--- config.mk ---
export PLATFORM = sky130hd
export DESIGN_NAME = rx_deframer
export DESIGN_NICKNAME = d
export VERILOG_FILES = /design/src/rtl/rx_deframer.sv
export SDC_FILE = /design/constraint.sdc
export NUM_CORES = 1
export LEC_CHECK = 0
export ABC_CLOCK_PERIOD_IN_PS = 2600
export CAP_MARGIN = 30
export CORE_ASPECT_RATIO = 0.7
export CORE_UTILIZATION = 54
export CTS_CLUSTER_DIAMETER = 40
export DETAILED_ROUTE_END_ITERATION = 10
export HOLD_SLACK_MARGIN = 0.02
export PLACE_DENSITY_LB_ADDON = 0.3
export RECOVER_POWER = 100
export SKIP_LAST_GASP = 1
export SLEW_MARGIN = 20
export SYNTH_ARGS = -nofsm -noshare
export SYNTH_HDL_FRONTEND = slang
export SYNTH_SLANG_ARGS = --single-unit
--- constraint.sdc ---
create_clock -name CLK -period 2.6 [get_ports CLK]
set_input_delay 0.52 -clock CLK [delete_from_list [all_inputs] [get_ports CLK]]
set_output_delay 0.52 -clock CLK [all_outputs]
set_load 0.01 [all_outputs]
--- src/rtl/rx_deframer.sv ---
// rtl/rx_deframer.sv - HDLC-style receive deframer: bit timing, flag hunt, destuffing, byte holding register
module rx_deframer (
  input  logic       CLK,
  input  logic       NRST,
  input  logic       EN,
  input  logic [7:0] BAUD,
  input  logic       RX,
  input  logic       RD,
  input  logic       CLR,
  output logic [7:0] DOUT,
  output logic       RXRDY,
  output logic       FIRST,
  output logic       ENDFRAME,
  output logic       FRAMEERR,
  output logic       ABORT,
  output logic       OVERRUN
);

  typedef enum logic [1:0] {HUNT, SYNC, DATA} state_t;

  logic       sync1_q, sync2_q, sync3_q;
  logic [7:0] cnt_q;
  logic       rx_bit, rx_edge, tick;

  state_t     state_q;
  logic [2:0] bitcnt_q;
  logic [6:0] shreg_q;
  logic [2:0] ones_q, ones_d;
  logic [7:0] dout_q;
  logic       rxrdy_q, first_q, end_q, ferr_q, abort_q, ovr_q;

  logic       is_data, is_flag, is_abort;
  logic       commit, accept;
  logic [7:0] byte_new;
  logic       set_end, set_ferr, set_abort, set_ovr;

  // RX synchronizer plus one extra stage for edge detection; idles high
  always_ff @(posedge CLK or negedge NRST) begin
    if (!NRST) begin
      sync1_q <= 1'b1;
      sync2_q <= 1'b1;
      sync3_q <= 1'b1;
    end else begin
      sync1_q <= RX;
      sync2_q <= sync1_q;
      sync3_q <= sync2_q;
    end
  end

  assign rx_bit  = sync2_q;
  assign rx_edge = sync2_q ^ sync3_q;

  // Bit-period down counter, re-centred on every line edge
  always_ff @(posedge CLK or negedge NRST) begin
    if (!NRST) begin
      cnt_q <= 8'd0;
    end else if (!EN) begin
      cnt_q <= BAUD;
    end else if (rx_edge) begin
      cnt_q <= BAUD >> 1;
    end else if (cnt_q == 8'd0) begin
      cnt_q <= BAUD;
    end else begin
      cnt_q <= cnt_q - 8'd1;
    end
  end

  // An edge restarts the half-bit count, so a coincident expiry would sample the
  // new bit twice; at BAUD=0 each cycle is its own bit and must always tick.
  assign tick = EN && (cnt_q == 8'd0) && (!rx_edge || (BAUD == 8'd0));

  // Classify each sampled bit by the run of ones preceding it
  always_comb begin
    is_data  = 1'b0;
    is_flag  = 1'b0;
    is_abort = 1'b0;
    ones_d   = ones_q;
    if (tick) begin
      if (ones_q < 3'd5) begin
        is_data = 1'b1;
        ones_d  = rx_bit ? ones_q + 3'd1 : 3'd0;
      end else if (ones_q == 3'd5) begin
        ones_d = rx_bit ? 3'd6 : 3'd0;
      end else if (ones_q == 3'd6) begin
        is_abort = rx_bit;
        is_flag  = !rx_bit;
        ones_d   = rx_bit ? 3'd7 : 3'd0;
      end else begin
        ones_d = rx_bit ? 3'd7 : 3'd0;
      end
    end
    if (!EN) begin
      ones_d = 3'd0;
    end
  end

  // Byte completion and status events derived from the classified bit
  always_comb begin
    byte_new  = {rx_bit, shreg_q};
    commit    = is_data && (state_q != HUNT) && (bitcnt_q == 3'd7);
    accept    = commit && (!rxrdy_q || RD);
    set_end   = is_flag && (state_q == DATA) && (bitcnt_q == 3'd6);
    set_ferr  = is_flag && (state_q == DATA) && (bitcnt_q != 3'd6);
    set_abort = is_abort && (state_q != HUNT);
    set_ovr   = commit && rxrdy_q && !RD;
  end

  // Framing FSM with byte assembly, holding register and sticky status
  always_ff @(posedge CLK or negedge NRST) begin
    if (!NRST) begin
      state_q  <= HUNT;
      bitcnt_q <= 3'd0;
      shreg_q  <= 7'd0;
      ones_q   <= 3'd0;
      dout_q   <= 8'h00;
      rxrdy_q  <= 1'b0;
      first_q  <= 1'b0;
      end_q    <= 1'b0;
      ferr_q   <= 1'b0;
      abort_q  <= 1'b0;
      ovr_q    <= 1'b0;
    end else begin
      ones_q <= ones_d;

      if (!EN) begin
        state_q  <= HUNT;
        bitcnt_q <= 3'd0;
      end else if (is_flag) begin
        state_q  <= SYNC;
        bitcnt_q <= 3'd0;
      end else if (is_abort) begin
        state_q  <= HUNT;
        bitcnt_q <= 3'd0;
      end else if (is_data && (state_q != HUNT)) begin
        shreg_q  <= byte_new[7:1];
        bitcnt_q <= bitcnt_q + 3'd1;
        if (bitcnt_q == 3'd7) begin
          state_q <= DATA;
        end
      end

      if (accept) begin
        dout_q  <= byte_new;
        first_q <= (state_q == SYNC);
        rxrdy_q <= 1'b1;
      end else if (RD) begin
        rxrdy_q <= 1'b0;
      end

      end_q   <= set_end   | (end_q   & !CLR);
      ferr_q  <= set_ferr  | (ferr_q  & !CLR);
      abort_q <= set_abort | (abort_q & !CLR);
      ovr_q   <= set_ovr   | (ovr_q   & !CLR);
    end
  end

  assign DOUT     = dout_q;
  assign RXRDY    = rxrdy_q;
  assign FIRST    = first_q;
  assign ENDFRAME = end_q;
  assign FRAMEERR = ferr_q;
  assign ABORT    = abort_q;
  assign OVERRUN  = ovr_q;

endmodule

# Yosys cells after proc, flatten, opt, wreduce, memory -nomap -nowiden
# Cells that the tools add are included.
# totals
register_bits	40
output_inout_bits	14
elab_cells	95
# classes
add_sub_neg	3
n_lt_le_gt_ge	1
eq_ne	10
n_mux	31
bitwise	11
n_reduce_logical	24
# ops
operator	n
$mux W3	11
$mux W8	3
$logic_not A8 Y1	2
$eq A3 B3 Y1 const B	4
$mux W1	12
$logic_and A1 B1 Y1	11
$mux W2	5
$ne A4 B1 Y1 const B	2
$sub A8 B1 Y8 const B	1
$add A3 B1 Y3 const B	2
$logic_not A1 Y1	5
$and A1 B1 Y1	4
$or A1 B1 Y1	4
$reduce_and A4 Y1	1
$reduce_bool A2 Y1	2
$lt A3 B3 Y1 const B	1
$ne A3 B3 Y1 const B	1
$eq A2 B1 Y1 const B	1
$eq A2 B2 Y1 const B	1
$logic_or A1 B1 Y1	2
$ne A2 B1 Y1 const B	1
$not A1 Y1	2
$reduce_and A2 Y1	1
$xor A1 B1 Y1	1

# Longest topological paths before layout
# Gate-level depths: netlist of run 1.
# logic_depth
ltp_word	10
mapped_depth	6
depth_no_buf	6

# Worst setup path before layout of run 1
# No wires, ideal clock.
# synth_path
path_kind	input to register
from	input BAUD[3]
to	register dout_q[0], in the netlist DOUT[0]
setup_ns	0.125
arrival_time_ns	2.247
path_slack_ns	0.228
path_stages	5
path_buffers	1
cell_sequence	or4_1 o21a_1 buf_6 nor4b_4 mux2_2
# synth_via
elab_chain_len	7
# synth_rtl
item	line_no	text
start: declaration	6	input logic [7:0] BAUD,
$logic_not A8 Y1	70	assign tick = EN && (cnt_q == 8'd0) && (!rx_edge || (BAUD == 8'd0));
$logic_or A1 B1 Y1	70	
$logic_and A1 B1 Y1	70	
$mux W1	78	if (tick) begin
$logic_and A1 B1 Y1 (2 in series)	100	commit = is_data && (state_q != HUNT) && (bitcnt_q == 3'd7);
$logic_and A1 B1 Y1	101	accept = commit && (!rxrdy_q || RD);
end signal: assignment	143	dout_q <= byte_new;
end: declaration	29	logic [7:0] dout_q;
# Every way passes these cells.
# A chain may end at the register's enable or synchronous reset.

# Worst setup path after layout of run 1
# layout_path
from	input BAUD[3]
to	register shreg_q[0]
# layout_via
elab_chain_len	6
word_cells_on_any_way	10
cone_classes	3 x mux; 2 x bitwise; 5 x reduce/logical
# layout_rtl
item	line_no	text
$logic_not A8 Y1 (*)	70	
$logic_or A1 B1 Y1 (*)	70	
$logic_and A1 B1 Y1 (*)	70	
$mux W1	78	
$logic_and A1 B1 Y1 / $not A1 Y1 (equally long branches)	--	
$reduce_and A4 Y1 (no source line) (*)	--	
end signal: assignment	135	shreg_q <= byte_new[7:1];
end: declaration	27	logic [6:0] shreg_q;
# Every way passes the cells marked *; elsewhere a longest branch is shown, timed or not.

==> results of run 1 <==
==> through the flow <==
stage	setup TNS, ps	worst slack [ps]
final	0	142
after detailed placement	-1510	-140
after floorplan	0	228
after global routing	0	84.6
after global placement	-983	-104
after CTS	0	169
==> placed cells by master, fill, tap and decap left out, types with 3 or more instances in the layout <==
cell type and instances:
a21oi_1 8, a31oi_1 6, buf_4 13, clkbuf_1 5, clkbuf_8 6, clkdlybuf4s50_1 11
dfrtp_1 37, dlygate4sd3_1 15, ha_1 8, inv_1 10, mux2_2 17, nand2_1 8
nand3_1 4, nor2_1 8, nor3_1 5, o21a_1 3, o21ai_0 11, o2bb2ai_1 6
o32ai_1 5, xor2_1 3
==> sequential cells by signal (all words and copies together) (netlist names), 2 cells and up <==
register,flops
DOUT,8
cnt_q,8
shreg_q,7
bitcnt_q,3
ones_q,3
state_q,2
==> routing by layer <==
layer / share of wire [%] / up-vias / GRT usage, %
li1: - / 758 / -
met1: 48 / 799 / 39.4
met2: 43 / 77 / 38.0
met3: 7.4 / 10 / 6.73
met4: 1.6 / 0 / 10.1
met5: 0 / - / 0
==> kinds of logic after synthesis <==
logic type | share of synthesized area (%)
flops | 50.4
simple gates | 12.8
buf+inv | 3.01
mux | 9.60
compound gates | 17.0
fa+ha+maj | 5.02
xor+xnor | 2.20
==> how the worst max path moves through the flow <==
stage                 start                      to  slack, ps  depth (start not counted)
global route        BAUD[2]  shreg_q[0]$_DFFE_PN0P_         80                          6
global placement    BAUD[3]     DOUT[5]$_DFFE_PN0P_       -100                          6
detailed placement  BAUD[3]     DOUT[7]$_DFFE_PN0P_       -140                          6
finish              BAUD[3]  shreg_q[0]$_DFFE_PN0P_        140                          6
CTS                 BAUD[3]     DOUT[7]$_DFFE_PN0P_        170                          6
floorplan           BAUD[3]     DOUT[0]$_DFFE_PN0P_        230                          5
==> area by class of cell <==
| class | count | area share, % |
|---|---|---|
| Clock inverter | 2 | 0.399 |
| Timing Repair Buffer | 45 | 15.2 |
| Sequential cell | 40 | 40.1 |
| Tap cell | 50 | 2.50 |
| Inverter | 11 | 1.65 |
| Clock buffer | 6 | 3.29 |
| Multi-Input combinational cell | 121 | 36.9 |
==> where the power goes <==
part | switching, mW | internal [mW] | total (mW) | leakage (nW)
logic | 0.0788 | 0.0649 | 0.144 | 0.555
clock network | 0.213 | 0.212 | 0.425 | 0.0510
registers | 0.0210 | 0.640 | 0.661 | 0.530
==> critical path, cell delays in order <==
cell and delay, ps:
clkdlybuf4s50_1 410, or4_1 560, o21a_1 280, nor3_1 210, clkbuf_2 280, mux2_2 380
==> summary.txt, run 1 <==
Clock tree
  – TritonCTS clock tree: built
  – # hold bufs at CTS: 0
  – Later-pin clock latency in the skew report: 290 ps
  – Post-CTS setup buffer count: 0
  – CTS H-Tree Depth: 2
  – CTS sink count: 40
  – CTS clk-pin slew, worst paths: about 80 ps
  – Clk buf depth: 2
  – Post-cts resize count: 0
  – CTS Buf Count: 5
  – CTS root buf: clkbuf_8

STA
  – Fin. max-slew vios: a little over 40
  – Max Clock Freq: approximately 400 MHz
  – Final hold violation count: 0
  – Hold WS: 366 ps
  – Clock skew: a little under 9 ps
  – RSZ-0062 raised after global routing: false
  – Min cycle time layout: about 2500 ps
  – Period Utilization, post-route: 94.5%
  – Slew @ Worst Pin: slightly above 2000 ps
  – Worst slew margin: -34.6%
  – Setup violations, final: 0

Setup path
  – R2R depth: 7
  – R2r setup slk: approximately 250 ps
  – CP arrival: 2640 ps
  – R2R Path Start: cnt_q[0]$_DFF_PN0_
  – Crit path required time: 2780 ps
  – CP Launch Type: primary input
  – R2r endpoint: bitcnt_q[1]$_DFFE_PN0P_
  – Worst Setup Path Type: in -> reg
  – Crit-path max FO: 9
  – Critical Path Sink Type: flip-flop

Status
  – Failing checks: max-capacitance violations, max-slew violations
  – Outcome: finished with violations

Finish
  – Area Overhead vs Synth: 25.7%
  – Final cell count without fillers: approximately 280
  – Register area: 0.00100 mm^2
  – # nets final: roughly 250
  – Filler cells: 280
  – ANT cells: 0
  – Final Util: between 70 and 80%
  – Fraction of layout cells with a size suffix above 1: between 20% and 30%
  – Multi-input logic area: 925 um^2
  – Design area: between 0.002 and 0.003 mm^2

Synthesis
  – Synth area leaders: dfrtp_1, mux2_2, ha_1
  – Post-Synthesis Net Count: 197
  – Post-Syn Area: approximately 0.0020 mm^2
  – Synth top cells by count: dfrtp_1, mux2_2, o21ai_0
  – Most common cell in the synthesized netlist: dfrtp_1
  – Register bit total from synthesis: 40
  – Main flop type after synthesis: dfrtp_1
  – Top cell type by total area after synthesis: dfrtp_1
  – Yosys warns: 0
  – EDFF count, synth: 0
  – Sequential area share after synthesis: 50.4%
  – Top-area cell type share of the netlist area: between 40% and 50%
  – Ys async rst share: 100%
  – Synth Instances: 175
  – Avg Cell Area, Syn: 11.4 um^2
  – Netlist cell types: 41

Detailed routing
  – DR WL/cell: 16.9 um
  – Drt via density: around 6
  – DRC Markers: 0
  – DR pass1 iterations: 4
  – Detailed Route WL: 4640 um
  – Total number of vias: 1644
  – Initial drt markers: ~200
  – Post-route ant nets: 0

Placed design
  – GP Congestion: between 0.9 and 1
  – HPWL Detailed: 3440 um
  – Area after DPL: 0.00244 mm^2
  – Port-buffer cells: 27
  – Dpl cells: between 200 and 300

Floorplanning
  – FP Rows: 18
  – Io pins: 28
  – DIE WIDTH: 74.6 um
  – Total core area: 0.00354 mm^2
  – Die Y: 52.8 um
  – Die area: 0.00394 mm^2
  – Initial Utilization: between 50% and 60%

GRT
  – GR Overflow Total: 0
  – Total GRT Usage: around 27%
  – Initial antenna violation count: 0
  – Vias in the first global route: about 1600
  – First-pass GRT wire length: about 7600 um
  – Largest net degree at the start of global routing: 41

Run
  – Max Cap Viol: 1

Power and ir drop
  – PD cells: between 400 and 500 mW/mm^2
  – Tot Pwr: 1.23 mW
  – Worst VDD drop: roughly 350 uV
  – P_leak: approximately 1.1 nW

Hold path
  – Min-delay worst type: reg -> reg
  – Hold Startpoint: sync1_q$_DFF_PN1_
  – Hold endpoint: rx_bit$_DFF_PN1_
  – WHS Path Cells: 0
Power figures use the tool's default switching activity.
==> inputs of run 2 (changes only) <==
--- a/config.mk
+++ b/config.mk
@@ -11,7 +11,8 @@
 export CORE_UTILIZATION = 54
 export CTS_CLUSTER_DIAMETER = 40
 export DETAILED_ROUTE_END_ITERATION = 10
-export HOLD_SLACK_MARGIN = 0.02
+export HOLD_SLACK_MARGIN = 0.03
+export MAX_ROUTING_LAYER = met4
 export PLACE_DENSITY_LB_ADDON = 0.3
 export RECOVER_POWER = 100
 export SKIP_LAST_GASP = 1
==> run 2 against run 1 <==
The flow still finishes with violations (max-capacitance violations, max-slew violations). Sequential power barely moved. Design area rose by 0.15%. Clock power is 12% lower. Combinational power about the same. Clock skew is 5.4 ps lower. Die area is the same. Setup slack got worse by 25 ps. Core utilization increased by 0.11 points. Sequential share of layout area down 0.060 points. Flip-flop and latch count did not move. Cell count grew 0.36%. Via count decreased by 2.4%.
==> summary.txt, run 2 (synthesis results as in run 1) <==
Placed design
  – GP Congestion: 0.928 (about the same)
  – Dpl cells: 268 (+0.37%)
  – Port-buffer cells: 27 (unchanged)
  – Post-place setup slack: -176 ps (-35.9 ps)
  – HPWL Detailed: 3380 um (-1.7%)

Finish
  – Area Overhead vs Synth: 25.9%
  – Most frequent cells in the layout: dfrtp_1, mux2_2, buf_4
  – Fraction of layout cells with a size suffix above 1: 21.2% (+0.35 points)
  – Multi-input logic area: 925 um^2 (unchanged)
  – ANT cells: 0 (unchanged)
  – Commonest non-fill, non-tap cell in the layout: dfrtp_1
  – Register area: 0.00100 mm^2 (unchanged)
  – Final cell count without fillers: 276 (+0.36%)
  – # nets final: 248 (+0.81%)
  – Filler cells: 276 (-1.4%)

Floorplanning
  – Total core area: 0.00354 mm^2 (unchanged)
  – Initial Utilization: 56.4% (unchanged)
  – Die area: 0.00394 mm^2 (unchanged)
  – Io pins: 28 (unchanged)
  – FP Rows: 18 (unchanged)
  – Die Y: 52.8 um (unchanged)
  – DIE WIDTH: 74.6 um (unchanged)

STA
  – Setup TNS: 0 ps (unchanged)
  – Worst slew margin: -9.54% (+25 points)
  – Min setup slack post-route: 117 ps (-25.4 ps)
  – Clock skew: 3.48 ps (-5.35 ps)
  – RSZ-0062 raised after global routing: false
  – Max Clock Freq: 403 MHz (-1.0%)
  – Final hold violation count: 0 (unchanged)
  – Fin. max-slew vios: 33 (-20%)
  – Setup violations, final: 0 (unchanged)
  – Slew @ Worst Pin: 1640 ps (-376 ps)
  – Period Utilization, post-route: 95.5% (+0.98 points)
  – Min cycle time layout: 2480 ps (+25.4 ps)

Setup path
  – CP max stage delay: 560 ps (about the same)
  – CP top delay family: simple AND/OR/NAND/NOR gates
  – WP depth: 6 (unchanged)
  – R2r setup slk: 280 ps (+30 ps)
  – Crit-path max FO: 9 (unchanged)
  – Crit path required time: 2770 ps (about the same)
  – Crit path max-delay cell type: or4_1
  – CP arrival: 2660 ps (+20 ps)
  – CP Cell Sequence: clkdlybuf4s50_1, or4_1, o21a_1, nor4b_4, buf_4, mux2_2
  – CP Buf/Inv Count: 2 (unchanged)
  – CP Launch Type: primary input
  – Worst Setup Path Type: in -> reg
  – R2R depth: 7 (unchanged)
  – Critical Path Sink Type: flip-flop

GRT
  – Largest net degree at the start of global routing: 41 (unchanged)
  – Vias in the first global route: 1584 (-0.063%)
  – GR Overflow Total: 0 (unchanged)
  – First-pass GRT wire length: 7390 um (-2.5%)
  – Initial antenna violation count: 0 (unchanged)
  – Total GRT Usage: 27.1% (+0.19 points)

Clock tree
  – CTS Buf Count: 5 (unchanged)
  – # hold bufs at CTS: 0 (unchanged)
  – CTS root buf: clkbuf_8
  – CTS H-Tree Depth: 2 (unchanged)
  – CTS sink count: 40 (unchanged)
  – Post-CTS setup buffer count: 0 (unchanged)
  – Later-pin clock latency in the skew report: 290 ps (about the same)
  – TritonCTS clock tree: built
  – Clk buf depth: 2 (unchanged)
  – Post-cts resize count: 0 (unchanged)
  – CTS clk-pin slew, worst paths: 70 ps (about the same)

Status
  – Outcome: finished with violations
  – Failing checks: max-capacitance violations, max-slew violations

Detailed routing
  – Post-route ant nets: 0 (unchanged)
  – DR pass1 iterations: 4 (unchanged)
  – Detailed Route WL: 4460 um (-3.9%)
  – Initial drt markers: 220 (+7.3%)
  – DR WL/cell: 16.1 um (-4.3%)
  – Drt via density: 5.81 (-2.8%)
  – Total number of vias: 1604 (-2.4%)
  – DRC Markers: 0 (unchanged)

Power and ir drop
  – Worst VDD drop: 405 uV (+17%)
  – P_leak: 1.14 nW (+0.20%)
  – PD cells: 470 mW/mm^2 (-4.0%)

Run
  – Max Cap Viol: 1 (unchanged)

Hold path
  – Min-delay worst type: in -> async
[run 2: cell count changes in the layout (fill, tap and decap cells not counted)]
| cell | previous run | this run |
|---|---|---|
| and2_0 | 0 | 1 |
| buf_4 | 13 | 16 |
| clkinv_2 | 2 | 1 |
| and2_1 | 1 | 0 |
| clkbuf_8 | 6 | 5 |
[run 2: worst paths after layout]
check / startpoint / endpoint
worst max-delay path: BAUD[6] / DOUT[4]$_DFFE_PN0P_
worst max register to register: cnt_q[0]$_DFF_PN0_ / bitcnt_q[1]$_DFFE_PN0P_
min in group CLK: sync1_q$_DFF_PN1_ / rx_bit$_DFF_PN1_
max in group asynchronous: NRST / state_q[1]$_DFFE_PN0P_
worst min-delay path: NRST / cnt_q[3]$_DFF_PN0_
worst min register to register: sync1_q$_DFF_PN1_ / rx_bit$_DFF_PN1_
[run 2: per-stage QoR]
stage	power (mW)	hold WS, ps	util (%)	area [um^2]
after CTS	1.19	364	71.4	2520
after global routing	1.24	161	71.0	2510
after global placement	0.813	350	69.2	2450
after detailed placement	0.819	351	69.2	2450
after floorplan	0.742	224	-	1990
final	1.18	143	71.0	2510
[run 2: area by class of cell]
type	instances	area share, %
well taps	50	2.49
flip-flops and latches	40	40.0
repair buffers	47	15.9
inverters	11	1.64
clock inverters	1	0.199
multi-input cells	121	36.8
clock buffers	6	2.89
[run 2: layer usage]
metal | global-route usage [%] | wire length [um]
met1 | 38.9 | 2100
met2 | 37.7 | 1920
met3 | 6.15 | 366
met4 | 9.43 | 68
met5 | - | 0
[run 2: where the power goes]
| group | internal (mW) | switching, mW | total [mW] |
|---|---|---|---|
| Sequential | 0.640 | 0.0217 | 0.662 |
| Combinational | 0.0687 | 0.0766 | 0.145 |
| Clock | 0.182 | 0.192 | 0.374 |
